$ cat src/rtl/r5p_degu_ifq.sv
// Degu instruction fetch queue: prefetches aligned words from the fetch bus and presents one instruction per cycle.
// Define R5P_IFQ_RVC_EN for the halfword queue with 16/32-bit realignment; otherwise the queue is word-granular.
module r5p_degu_ifq #(
    parameter int unsigned    ABW   = 32,
    parameter int unsigned    DEPTH = 4,
    parameter logic [ABW-1:0] PC0   = '0
)(
    input  logic           clk_i,
    input  logic           rst_ni,
    input  logic           red_vld_i,
    input  logic [ABW-1:0] red_adr_i,
    output logic           mem_vld_o,
    output logic [ABW-1:0] mem_adr_o,
    input  logic           mem_rdy_i,
    input  logic [31:0]    mem_rdt_i,
    input  logic           mem_err_i,
    output logic           ins_vld_o,
    input  logic           ins_rdy_i,
    output logic [ABW-1:0] ins_pc_o,
    output logic [31:0]    ins_rdt_o,
    output logic [2:0]     ins_siz_o,
    output logic           ins_err_o
);

`ifdef R5P_IFQ_RVC_EN
    localparam int unsigned    ENT    = 2*DEPTH;
    localparam int unsigned    DW     = 16;
    localparam logic [ABW-1:0] PC_MSK = ~ABW'(1);
`else
    localparam int unsigned    ENT    = DEPTH;
    localparam int unsigned    DW     = 32;
    localparam logic [ABW-1:0] PC_MSK = ~ABW'(3);
`endif
    localparam int unsigned    AW     = $clog2(ENT);
    localparam logic [AW+1:0]  WPE    = (AW+2)'(ENT / DEPTH);
    localparam logic [AW+1:0]  LIM    = (AW+2)'(ENT);

    logic [DW-1:0]  dat_q [ENT];
    logic [ENT-1:0] err_q;

    logic [AW:0]    wr_q, wr_d, rd_q, rd_d;
    logic [ABW-1:0] adr_q, adr_d, pc_q, pc_d;
    logic           run_q, out_q, kill_q;
    logic [AW:0]    cnt, wr_inc, rd_inc;
    logic [AW+1:0]  need;
    logic [AW-1:0]  wa0, ra0;
    logic           trn, rsp, hsk;

    assign cnt  = wr_q - rd_q;
    assign need = {1'b0, cnt} + (out_q ? WPE : '0) + WPE;
    assign trn  = mem_vld_o & mem_rdy_i;
    // A response is dropped when its transfer coincided with a redirect, or a redirect arrives with it.
    assign rsp  = out_q & ~kill_q & ~red_vld_i;
    assign hsk  = ins_vld_o & ins_rdy_i;
    assign wa0  = wr_q[AW-1:0];
    assign ra0  = rd_q[AW-1:0];

    assign mem_vld_o = run_q & (need <= LIM);
    assign mem_adr_o = adr_q;
    assign ins_pc_o  = pc_q;

`ifdef R5P_IFQ_RVC_EN
    logic          skip_q, skip_d;
    logic [AW-1:0] wa1, ra1;
    logic          siz4;

    assign wa1       = wa0 + AW'(1);
    assign ra1       = ra0 + AW'(1);
    assign siz4      = &dat_q[ra0][1:0];
    assign ins_siz_o = siz4 ? 3'd4 : 3'd2;
    assign ins_vld_o = siz4 ? (cnt >= (AW+1)'(2)) : (cnt >= (AW+1)'(1));
    assign ins_rdt_o = {dat_q[ra1], dat_q[ra0]};
    assign ins_err_o = err_q[ra0] | (siz4 & err_q[ra1]);
    assign wr_inc    = skip_q ? (AW+1)'(1) : (AW+1)'(2);
    assign rd_inc    = siz4   ? (AW+1)'(2) : (AW+1)'(1);

    always_ff @(posedge clk_i) begin
        if (rsp) begin
            if (skip_q) begin
                dat_q[wa0] <= mem_rdt_i[31:16];
                err_q[wa0] <= mem_err_i;
            end else begin
                dat_q[wa0] <= mem_rdt_i[15:0];
                dat_q[wa1] <= mem_rdt_i[31:16];
                err_q[wa0] <= mem_err_i;
                err_q[wa1] <= mem_err_i;
            end
        end
    end
`else
    assign ins_siz_o = 3'd4;
    assign ins_vld_o = (cnt != '0);
    assign ins_rdt_o = dat_q[ra0];
    assign ins_err_o = err_q[ra0];
    assign wr_inc    = (AW+1)'(1);
    assign rd_inc    = (AW+1)'(1);

    always_ff @(posedge clk_i) begin
        if (rsp) begin
            dat_q[wa0] <= mem_rdt_i;
            err_q[wa0] <= mem_err_i;
        end
    end
`endif

    always_comb begin
        wr_d  = wr_q;
        rd_d  = rd_q;
        adr_d = adr_q;
        pc_d  = pc_q;
`ifdef R5P_IFQ_RVC_EN
        skip_d = skip_q;
`endif
        if (red_vld_i) begin
            wr_d  = '0;
            rd_d  = '0;
            adr_d = red_adr_i & ~ABW'(3);
            pc_d  = red_adr_i & PC_MSK;
`ifdef R5P_IFQ_RVC_EN
            skip_d = red_adr_i[1];
`endif
        end else begin
            if (trn) adr_d = adr_q + ABW'(4);
            if (rsp) begin
                wr_d = wr_q + wr_inc;
`ifdef R5P_IFQ_RVC_EN
                skip_d = 1'b0;
`endif
            end
            if (hsk) begin
                rd_d = rd_q + rd_inc;
                pc_d = pc_q + ABW'(ins_siz_o);
            end
        end
    end

    always_ff @(posedge clk_i or negedge rst_ni) begin
        if (!rst_ni) begin
            run_q  <= 1'b0;
            out_q  <= 1'b0;
            kill_q <= 1'b0;
            wr_q   <= '0;
            rd_q   <= '0;
            adr_q  <= PC0 & ~ABW'(3);
            pc_q   <= PC0;
`ifdef R5P_IFQ_RVC_EN
            skip_q <= PC0[1];
`endif
        end else begin
            run_q  <= 1'b1;
            out_q  <= trn;
            kill_q <= red_vld_i & trn;
            wr_q   <= wr_d;
            rd_q   <= rd_d;
            adr_q  <= adr_d;
            pc_q   <= pc_d;
`ifdef R5P_IFQ_RVC_EN
            skip_q <= skip_d;
`endif
        end
    end

endmodule
$ cat config.mk
export PLATFORM = sky130hd
export DESIGN_NAME = r5p_degu_ifq
export DESIGN_NICKNAME = d
export VERILOG_FILES = /design/src/rtl/r5p_degu_ifq.sv
export SDC_FILE = /design/constraint.sdc
export NUM_CORES = 1
export LEC_CHECK = 0
export ABC_CLOCK_PERIOD_IN_PS = 8000
export CELL_PAD_IN_SITES_DETAIL_PLACEMENT = 1
export CELL_PAD_IN_SITES_GLOBAL_PLACEMENT = 1
export CORE_UTILIZATION = 35
export DETAILED_ROUTE_END_ITERATION = 16
export PLACE_DENSITY = 0.7
export SYNTH_ARGS = -nofsm -noshare
export SYNTH_HDL_FRONTEND = slang
export SYNTH_SLANG_ARGS = --single-unit
$ cat constraint.sdc
create_clock -name clk_i -period 8 [get_ports clk_i]
set_input_delay 2.4 -clock clk_i [delete_from_list [all_inputs] [get_ports clk_i]]
set_output_delay 2.4 -clock clk_i [all_outputs]
set_load 0.05 [all_outputs]
# After elaboration in Yosys (flattened, before gate mapping)
# Memory sizes are Yosys's and may differ from the RTL's.
# Index checks and enable logic that the tools add are counted.
[op_classes] reduce_logical=5 n_bitwise=8 magnitude_cmp=4 n_mux=16 n_addsub=7
[op_table] cell="32-bit 2-to-1 mux" count=4
[op_table] cell="32-bit by 3-bit adder with 32-bit output (second input constant)" count=2
[op_table] cell="3-bit 2-to-1 mux" count=4
[op_table] cell="3-bit by 1-bit adder with 3-bit output (second input constant)" count=2
[op_table] cell="1-bit bitwise AND" count=6
[op_table] cell="2-bit by 3-bit less-than comparator with 1-bit output (second input constant)" count=2
[op_table] cell="2-bit nonzero test" count=3
[op_table] cell="1-bit 2-to-1 mux" count=5
[op_table] cell="3-bit by 1-bit adder with 4-bit output" count=1
[op_table] cell="4-bit by 1-bit adder with 4-bit output (second input constant)" count=1
[op_table] cell="4-bit bitwise mux" count=1
[op_table] cell="4-bit by 3-bit less-or-equal comparator with 1-bit output (second input constant)" count=1
[op_table] cell="3-bit nonzero test" count=1
[op_table] cell="3-bit subtractor" count=1
[op_table] cell="1-bit binary-select mux with 2-bit select" count=1
[op_table] cell="1-bit demux with 2-bit select" count=1
[op_table] cell="2-bit by 1-bit >= comparator with 1-bit output (second input constant)" count=1
[op_table] cell="1-bit NOT" count=2
[op_table] cell="1-bit logical AND" count=1
[word_totals] mem_bits_rw=128 reg_bits=77 elab_cells=49 input_bits=70 n_memories=1
[memory_table] name="dat_q" depth=4 word_bits=32 read_ports=1 rd_clocked_by_memory_dff=0 write_ports=1 line_no="38" rtl="logic [DW-1:0] dat_q [ENT];"

# Depth between registers and ports, before layout
# Gate-level depths: netlist of the first run.
[logic_depth] ltp_word=8 ltp_mapped=12 mapped_depth_nobuf=11

# Least setup slack after synthesis of the first run
# Ideal clock, no wire load.
[synth_path] kind="flip-flop to output port" from="register rd_q[1]" to="output port mem_vld_o" path_buffers=2 stages_incl_launch_ff=8 setup_slack_ps=2399 t_arrival_ps=3201 required_time_ps=5600 path_cell_list="dfrtp_1 clkbuf_1 clkbuf_1 inv_1 fa_1 ha_1 nand2b_1 a211oi_1"
[synth_between] elab_chain_len=5
[synth_lines] item="start: declaration" line_no="41" rtl="logic [AW:0] wr_q, wr_d, rd_q, rd_d;"
[synth_lines] item="start signal: assignment" line_no="154" rtl="rd_q <= rd_d;"
[synth_lines] item="3-bit subtractor" line_no="49" rtl="assign cnt = wr_q - rd_q;"
[synth_lines] item="3-bit by 1-bit adder with 4-bit output" line_no="50" rtl="assign need = {1'b0, cnt} + (out_q ? WPE : '0) + WPE;"
[synth_lines] item="4-bit by 1-bit adder with 4-bit output" line_no="50"
[synth_lines] item="4-bit by 3-bit less-or-equal comparator with 1-bit output" line_no="58" rtl="assign mem_vld_o = run_q & (need <= LIM);"
[synth_lines] item="1-bit bitwise AND" line_no="58"
[synth_lines] item="end: declaration" line_no="12" rtl="output logic mem_vld_o,"
# Every way passes these cells.

# Final worst setup path of the first run
# Same ends and word-level chain as after synthesis.

==> out/qor.yml, run 1 <==
setup_path:
  cp_max_fo: 36
  cp-start-kind: "flip-flop"
  worstSetupEndpointType: "output pin"
  path_cells: "inv_1 -> fa_1 -> ha_1 -> nand2b_1 -> a211oi_1 -> clkdlybuf4s50_1"
  rr_startpoint: "rd_q[1]"
  slowest_delay_ps: 970
  worstPathArrival_ps: 3890
  worstSetupStartpoint: "rd_q[1]"
  worst_path_max_delay_cell: "dfrtp_2"
  crit_required_ps: 5600
  worstSetupPathType: "flip-flop to output pin"
global_routing:
  grt_overflow: 0
  grt_use_met2: 0.294
  grt_antenna_before_repair: 1
  met1_usage: 0.228
  grt_pass1_wl_mm: 35.9
  grt_use_total: 0.175
  top_usage_layer: "met2"
  grt_pass1_vias: 6579
  met3_usage: 0.0403
  grt_max_degree: 70
cells_and_area:
  fin_cells: 1124
  drive_gt1_frac: 0.127
  areaGrowthSynthToFinish_pct: 30.7
  antenna_cells: 0
  nNetsFinal: 857
drt:
  vias_per_cell: 5.19
  first_pass_iters: 4
  vias: 5832
  routed_wl_mm: 22.9
  antenna_left: 0
  drtIter0Drc: 287
  wire_per_inst_um: 20.3
  route.detailed.drc: 0
floorplanning:
  dieArea_mm2: 0.0261
  core_area_mm2: 0.0250
  die_h_um: 161
  pin_count: 172
  rows: 58
  start_util: 0.356
  die_w_um: 161
cts:
  cts_tree: "built"
  hold_buffers: 0
  post_cts_buffers: 0
  ctsResizeCount: 0
  cts_root_buf: "clkbuf_16"
  numClockSinks: 201
  cts_buffer_depth: 3
  path_clk_slew_ps: 60
  numCtsBuffers: 24
  htree_levels: 1
  clock_latency_ps: 500
yosys:
  synthCells: 609
  synth_seq_area_share: 0.639
  synth_warnings: 0
  yosys.cell_types.count: 52
  avgSynthCellArea_um2: 14.6
  syn_area_mm2: 0.00890
  ys.flop_type: "edfxtp_1"
  synthArstFlopShare: 0.343
  ys_seq_elements: 201
  synth_edf_count: 132
timing:
  tightest_slew_ps: 981
  grt_setup_unrepaired: "no"
  worst_slack_ps: 1710
  setup_tns_ps: 0
  hold_slack_ps: 604
  post-route-min-period_ps: 6290
  hold_viol: 0
  fin_skew_ps: 9.54
  slew_viol_final: 0
  fmax_mhz: 159
  slew-limit-headroom: 0.346
  period_share: 0.786
  setup-violations-final: 0
status:
  status: "finished, final reports clean"
placement:
  dp.cells: 1080
  gp_congestion: 0.823
  hpwl_mm: 15.1
  port_buffers: 162
  place_ws_ps: 2190
pwr:
  powerDensity_mw_per_mm2: 320
  ir_drop_mv: 0.157
  p_leak_uw: 0.00403
  total_power_uw: 3730
hold_path:
  worstHoldStart: "ins_pc_o[31]"
  hold_path_class: "flip-flop to flip-flop"
job:
  maxCapViolations: 0
cells by family after synthesis:
kind of cell / count (synthesis) / synth area share
AO/OA/AOI/OAI: 74 / 0.0588
XOR/XNOR: 43 / 0.0457
adder cells (fa/ha/maj): 11 / 0.0163
buffers and inverters: 48 / 0.0235
flip-flops: 201 / 0.639
multiplexers: 53 / 0.108
other: 2 / 0.000844
AND/OR/NAND/NOR: 177 / 0.108
sequential cells by signal (all words and copies together) (netlist names):
register,count
dat_q,128
err_q,4
ins_pc_o,30
kill_q,1
mem_adr_o,30
out_q,1
rd_q,3
run_q,1
wr_q,3
cells in the final DEF (no fill, tap or decap), drive strengths merged, types with 8 or more instances in the layout:
master         instances
clkdlybuf4s50        161
edfxtp               132
dfrtp                 69
mux4                  33
nor2                  30
clkbuf                29
xnor2                 27
nand3                 25
nand2                 24
nand4                 19
inv                   16
mux2                  16
a21oi                 16
xor2                  14
nor3                  13
and3                  13
o31a                  13
nor4                  12
clkinv                11
nand2b                10
ha                    10
o21a                   8
a31oi                  8
conb                   8
final timing paths:
path	end	slack (ps)	cells past startpoint
max reg2reg	mem_adr_o[28]	3200	8
max in group asynchronous	rd_q[0]	5210	2
min in group asynchronous	ins_pc_o[10]	2140	2
max	mem_vld_o	1710	6
min	ins_pc_o[31]	600	2
min reg2reg	ins_pc_o[31]	600	2
where the power goes:
group	internal, uW	switching [uW]	leakage (uW)
clock network	665	421	0.000385
registers	1200	97.1	0.00199
logic	503	842	0.00165
total	2370	1360	0.00403
metrics by stage:
stage / util / cell area (um^2)
2_1_floorplan: - / 8920
3_3_place_gp: 0.433 / 10800
3_5_place_dp: 0.433 / 10800
4_1_cts: 0.465 / 11600
5_1_grt: 0.465 / 11600
6_report: 0.465 / 11600
layer usage:
| layer | up-vias | wire length [um] |
|---|---|---|
| met4 | 0 | 426 |
| met3 | 29 | 1480 |
| met5 | - | 0 |
| met1 | 2968 | 9930 |
| met2 | 171 | 11000 |
| li1 | 2664 | - |
layout make-up:
type | instances | area (um^2)
Multi-Input combinational cell | 366 | 3030
Inverter | 17 | 63.8
Timing Repair Buffer | 166 | 1650
Clock buffer | 29 | 641
Clock inverter | 15 | 150
Sequential cell | 201 | 5690
Tap cell | 330 | 413
Fill cell | 2536 | 13400
Yosys cell counts, drive strengths merged (2+ instances only):
| library cell | n | area share |
|---|---|---|
| o21ai | 6 | 0.0034 |
| and4 | 6 | 0.0059 |
| nor2 | 30 | 0.013 |
| o31a | 13 | 0.013 |
| xnor2 | 27 | 0.027 |
| nand2 | 24 | 0.010 |
| ha | 10 | 0.014 |
| mux4 | 33 | 0.083 |
| xor2 | 14 | 0.014 |
| o21a | 8 | 0.0067 |
| nand4 | 19 | 0.013 |
| nand3b | 2 | 0.0017 |
| a21boi | 5 | 0.0042 |
| clkbuf | 18 | 0.0076 |
| nor3 | 13 | 0.0073 |
| nand3 | 25 | 0.014 |
| buf | 13 | 0.0087 |
| dfrtp | 69 | 0.19 |
| conb | 2 | 0.00084 |
| a211oi | 7 | 0.0059 |
| nor4 | 12 | 0.0091 |
| mux2i | 4 | 0.0045 |
| and2 | 6 | 0.0042 |
| or2 | 2 | 0.0014 |
| or3 | 6 | 0.0042 |
| nand2b | 10 | 0.0070 |
| a21oi | 16 | 0.0094 |
| inv | 16 | 0.0067 |
| mux2 | 16 | 0.020 |
| and3 | 13 | 0.0091 |
| nor2b | 4 | 0.0028 |
| edfxtp | 132 | 0.45 |
| or4 | 3 | 0.0025 |
| o31ai | 4 | 0.0034 |
| a31oi | 8 | 0.0056 |
critical path, delay by kind of cell (launching register included):
kind,cells,cell delay [ps]
buf+inv,2,1070
compound gates,1,250
fa+ha+maj,2,880
simple gates,1,220
flops,1,970
Power figures use the tool's default switching activity.
==> run 2, diff against run 1 <==
- ABC_CLOCK_PERIOD_IN_PS: 8000 -> 5930
- clock period: 8 -> 5.93 ns (I/O delays scaled with it)
==> out/qor.yml, run 2 (synthesis results as in run 1) <==
drt:
  wire_per_inst_um: 20.5
  route.detailed.drc: 0
  first_pass_iters: 4
  antenna_left: 0
  routed_wl_mm: 23.0
  drtIter0Drc: 290
  vias_per_cell: 5.20
  vias: 5839
cells_and_area:
  drive_gt1_frac: 0.131
  final_cell_mix: "clkdlybuf4s50_1, edfxtp_1, dfrtp_1"
  fillers: 2512
  nNetsFinal: 857
  antenna_cells: 0
  top_register: "dat_q"
  final_common_cell: "clkdlybuf4s50_1"
  fin_area_mm2: 0.0116
  areaGrowthSynthToFinish_pct: 29.9
  largest_register_ffs: 128
hold_path:
  hold_path_class: "flip-flop to flip-flop"
setup_path:
  worstSetupPathType: "flip-flop to output pin"
  worst_path_max_delay_cell: "clkdlybuf4s50_1"
  worstPathArrival_ps: 3480
  cp-endpoint: "mem_vld_o"
  cp_max_fo: 5
  cp-start-kind: "flip-flop"
  crit_required_ps: 4150
  cp_num_buf_inv: 3
  cp.depth: 8
  rr_startpoint: "wr_q[0]"
  slowest_delay_ps: 880
  crit_family: "buffers and inverters"
  path_cells: "inv_1 -> ha_1 -> inv_1 -> fa_1 -> ha_1 -> nand2b_1 -> a211oi_1 -> clkdlybuf4s50_1"
  rrSetupSlack_ps: 1480
  r2r_end: "mem_adr_o[28]"
  worstSetupEndpointType: "output pin"
  worstSetupStartpoint: "wr_q[0]"
  ff2ff_path_depth: 10
pwr:
  total_power_uw: 4890
  powerDensity_mw_per_mm2: 423
  ir_drop_mv: 0.292
  p_leak_uw: 0.00400
cts:
  numClockSinks: 201
  ctsResizeCount: 0
  clock_latency_ps: 510
  cts_buffer_depth: 3
  cts_root_buf: "clkbuf_16"
  numCtsBuffers: 23
  hold_buffers: 0
  cts_tree: "built"
  htree_levels: 1
  post_cts_buffers: 0
  path_clk_slew_ps: 60
timing:
  setup-violations-final: 0
  period_share: 0.886
  grt_setup_unrepaired: "no"
  post-route-min-period_ps: 5260
  fmax_mhz: 190
  setup_tns_ps: 0
  slew-limit-headroom: 0.232
  slew_viol_final: 0
  tightest_slew_ps: 1150
  hold_viol: 0
  fin_skew_ps: 11.5
  worst_slack_ps: 673
global_routing:
  grt_pass1_wl_mm: 36.3
  grt_overflow: 0
  grt_use_total: 0.178
  grt_pass1_vias: 6466
  grt_antenna_before_repair: 1
  grt_max_degree: 64
status:
  status: "finished, final reports clean"
floorplanning:
  rows: 58
  die_w_um: 161
  start_util: 0.356
  core_area_mm2: 0.0250
  dieArea_mm2: 0.0261
  die_h_um: 161
  pin_count: 172
placement:
  hpwl_mm: 15.6
  port_buffers: 162
  place_ws_ps: 1210
  gp_congestion: 0.792
  place_area_mm2: 0.0109
job:
  maxCapViolations: 0
==> run 2: area by class of cell <==
cell class                      instances  area (um^2)  share of cell area
Sequential cell                       201         5690               0.492
Multi-Input combinational cell        366         3030               0.262
Timing Repair Buffer                  167         1650               0.143
Clock buffer                           28          624              0.0540
Tap cell                              330          413              0.0357
Clock inverter                         14         86.3             0.00747
Inverter                               17         63.8             0.00552
==> run 2: where the power goes <==
part	leakage (uW)	switching (uW)	internal (uW)	total, uW
Combinational	0.00166	1160	681	1840
Clock	0.000356	573	755	1330
Sequential	0.00199	107	1620	1720
Total	0.00400	1840	3050	4890
==> run 2: metal layers <==
metal | GRT usage | wire length (um) | part of all wire
met5 | 0 | 0 | 0
met4 | 0.0347 | 281 | 0.012
met3 | 0.0370 | 1460 | 0.064
met2 | 0.305 | 11400 | 0.50
met1 | 0.234 | 9860 | 0.43
==> run 2: stage by stage <==
step           utilization  hold WS [ps]  std cells
5_1_grt              0.462           619       1123
3_3_place_gp         0.434           576       1081
4_1_cts              0.462           609       1123
2_1_floorplan            -           562        615
3_5_place_dp         0.434           601       1081
6_report             0.462           606       1123
==> run 2: how the worst min path moves through the flow <==
stage	slack, ps	cells past startpoint	end	from
floorplan	560	2	wr_q[0]	wr_q[0]
global placement	580	2	mem_adr_o[31]	mem_adr_o[31]
detailed placement	600	2	mem_adr_o[31]	mem_adr_o[31]
CTS	610	2	mem_adr_o[31]	mem_adr_o[31]
global route	620	2	mem_adr_o[31]	mem_adr_o[31]
finish	610	2	mem_adr_o[31]	mem_adr_o[31]
==> run 2: tightest hold or removal path, cell delays in order (launching register included) <==
cell and delay, ps:
dfrtp_1 400, o31ai_1 90, a31oi_1 80
==> run 3, diff against run 2 <==
- CELL_PAD_IN_SITES_GLOBAL_PLACEMENT: 1 -> 2
- PLACE_DENSITY: 0.7 -> 0.8
==> out/qor.yml, run 3 (synthesis results as in run 1) <==
timing:
  grt_setup_unrepaired: "no"
  hold_viol: 0
  setup-violations-final: 0
  fin_skew_ps: 19.7
  tightest_slew_ps: 976
  slew-limit-headroom: 0.349
  slew_viol_final: 0
  period_share: 0.888
  fmax_mhz: 190
  setup_tns_ps: 0
  post-route-min-period_ps: 5270
floorplanning:
  die_h_um: 161
  rows: 58
  start_util: 0.356
  die_w_um: 161
  core_area_mm2: 0.0250
  dieArea_mm2: 0.0261
  pin_count: 172
cells_and_area:
  largest_register_ffs: 128
  nNetsFinal: 858
  top_register: "dat_q"
  antenna_cells: 0
  fillers: 2530
  areaGrowthSynthToFinish_pct: 29.8
  drive_gt1_frac: 0.120
  final_common_cell: "clkdlybuf4s50_1"
  final_cell_mix: "clkdlybuf4s50_1, edfxtp_1, dfrtp_1"
setup_path:
  worstSetupPathType: "flip-flop to output pin"
  slowest_delay_ps: 900
  worstSetupEndpointType: "output pin"
  ff2ff_path_depth: 10
  crit_required_ps: 4150
  path_cells: "inv_1 -> ha_1 -> inv_1 -> fa_1 -> ha_1 -> nand2b_1 -> a211oi_1 -> clkdlybuf4s50_1"
  worstPathArrival_ps: 3490
  rrSetupSlack_ps: 1560
  worst_path_max_delay_cell: "clkdlybuf4s50_1"
  cp_max_fo: 5
  cp-start-kind: "flip-flop"
  crit_family: "buffers and inverters"
  rr_startpoint: "wr_q[0]"
  r2r_end: "mem_adr_o[28]"
  cp_num_buf_inv: 3
global_routing:
  met3_usage: 0.0380
  top_usage_layer: "met2"
  met1_usage: 0.234
  grt_max_degree: 70
  grt_overflow: 0
  grt_pass1_vias: 6322
  grt_pass1_wl_mm: 36.1
  grt_antenna_before_repair: 1
  grt_use_met2: 0.303
  grt_use_total: 0.179
drt:
  antenna_left: 0
  wire_per_inst_um: 20.7
  drtIter0Drc: 277
  vias: 5872
  routed_wl_mm: 23.2
  vias_per_cell: 5.23
  first_pass_iters: 4
  route.detailed.drc: 0
hold_path:
  worstHoldStart: "mem_adr_o[31]"
  hold_path_class: "flip-flop to flip-flop"
  hold_path_depth: 2
  whs_endpoint: "mem_adr_o[31]"
pwr:
  p_leak_uw: 0.00399
  total_power_uw: 4890
  ir_drop_mv: 0.230
  powerDensity_mw_per_mm2: 423
status:
  status: "finished, final reports clean"
job:
  maxCapViolations: 0
placement:
  hpwl_mm: 15.9
  gp_congestion: 0.827
  port_buffers: 162
cts:
  cts_buffer_depth: 3
  cts_tree: "built"
  htree_levels: 1
  clock_latency_ps: 510
  ctsResizeCount: 0
  cts_root_buf: "clkbuf_16"
  post_cts_buffers: 0
  path_clk_slew_ps: 60
  numCtsBuffers: 23
  hold_buffers: 0
  numClockSinks: 201
run 3: cell types whose count changed in the layout (fill, tap and decap cells not counted), sizes merged:
cell / previous run / this run
clkinv: 11 / 9
buf: 6 / 7
clkbuf: 28 / 31
bufinv: 0 / 1
inv: 19 / 17
clkinvlp: 1 / 0
run 3: worst reg2reg max path: cells and delay by family, from the launching register on:
kind	cells	cell delay [ps]
AO/OA/AOI/OAI	3	1610
AND/OR/NAND/NOR	2	1060
adder cells (fa/ha/maj)	3	980
flip-flops	1	420
buffers and inverters	2	170
run 3: how the worst max path moves through the flow:
stage               startpoint        end  slack (ps)  cells after the start
global route           wr_q[0]  mem_vld_o         470                      8
global placement       wr_q[0]  mem_vld_o        1300                      8
CTS                    wr_q[0]  mem_vld_o         640                      8
finish                 wr_q[0]  mem_vld_o         660                      8
detailed placement     wr_q[0]  mem_vld_o        1230                      8
floorplan              rd_q[1]  mem_vld_o         950                      7
run 3: cell type report:
class	instances	area (um^2)	area share
tap	330	413	0.0357
clock inverter	10	71.3	0.00617
inverter	17	63.8	0.00552
timing repair buffer	168	1660	0.144
sequential	201	5690	0.492
clock buffer	31	626	0.0541
multi-input combinational	366	3030	0.262
run 3: layer usage:
| metal | routed length (um) | up-vias | share of wire |
|---|---|---|---|
| met5 | 13 | - | 0.00056 |
| met4 | 418 | 2 | 0.018 |
| met3 | 1390 | 31 | 0.060 |
| met2 | 11400 | 186 | 0.49 |
| met1 | 10000 | 2981 | 0.43 |
| li1 | - | 2672 | - |
run 3: per-stage QoR:
| stage | worst slack (ps) | instance area, um^2 | hold WS (ps) | cells | util |
|---|---|---|---|---|---|
| CTS | 641 | 11600 | 600 | 1123 | 0.462 |
| global route | 473 | 11600 | 643 | 1123 | 0.462 |
| detailed placement | 1230 | 10900 | 586 | 1082 | 0.434 |
| finish | 664 | 11600 | 595 | 1123 | 0.462 |
| global placement | 1300 | 10900 | 566 | 1082 | 0.434 |
| floorplan | 950 | 8920 | 562 | 615 | - |
run 3: report_power, final:
part	switching (uW)	leakage [uW]	internal (uW)
combinational	1160	0.00166	681
sequential	108	0.00199	1620
clock	542	0.000341	779
total	1810	0.00399	3080
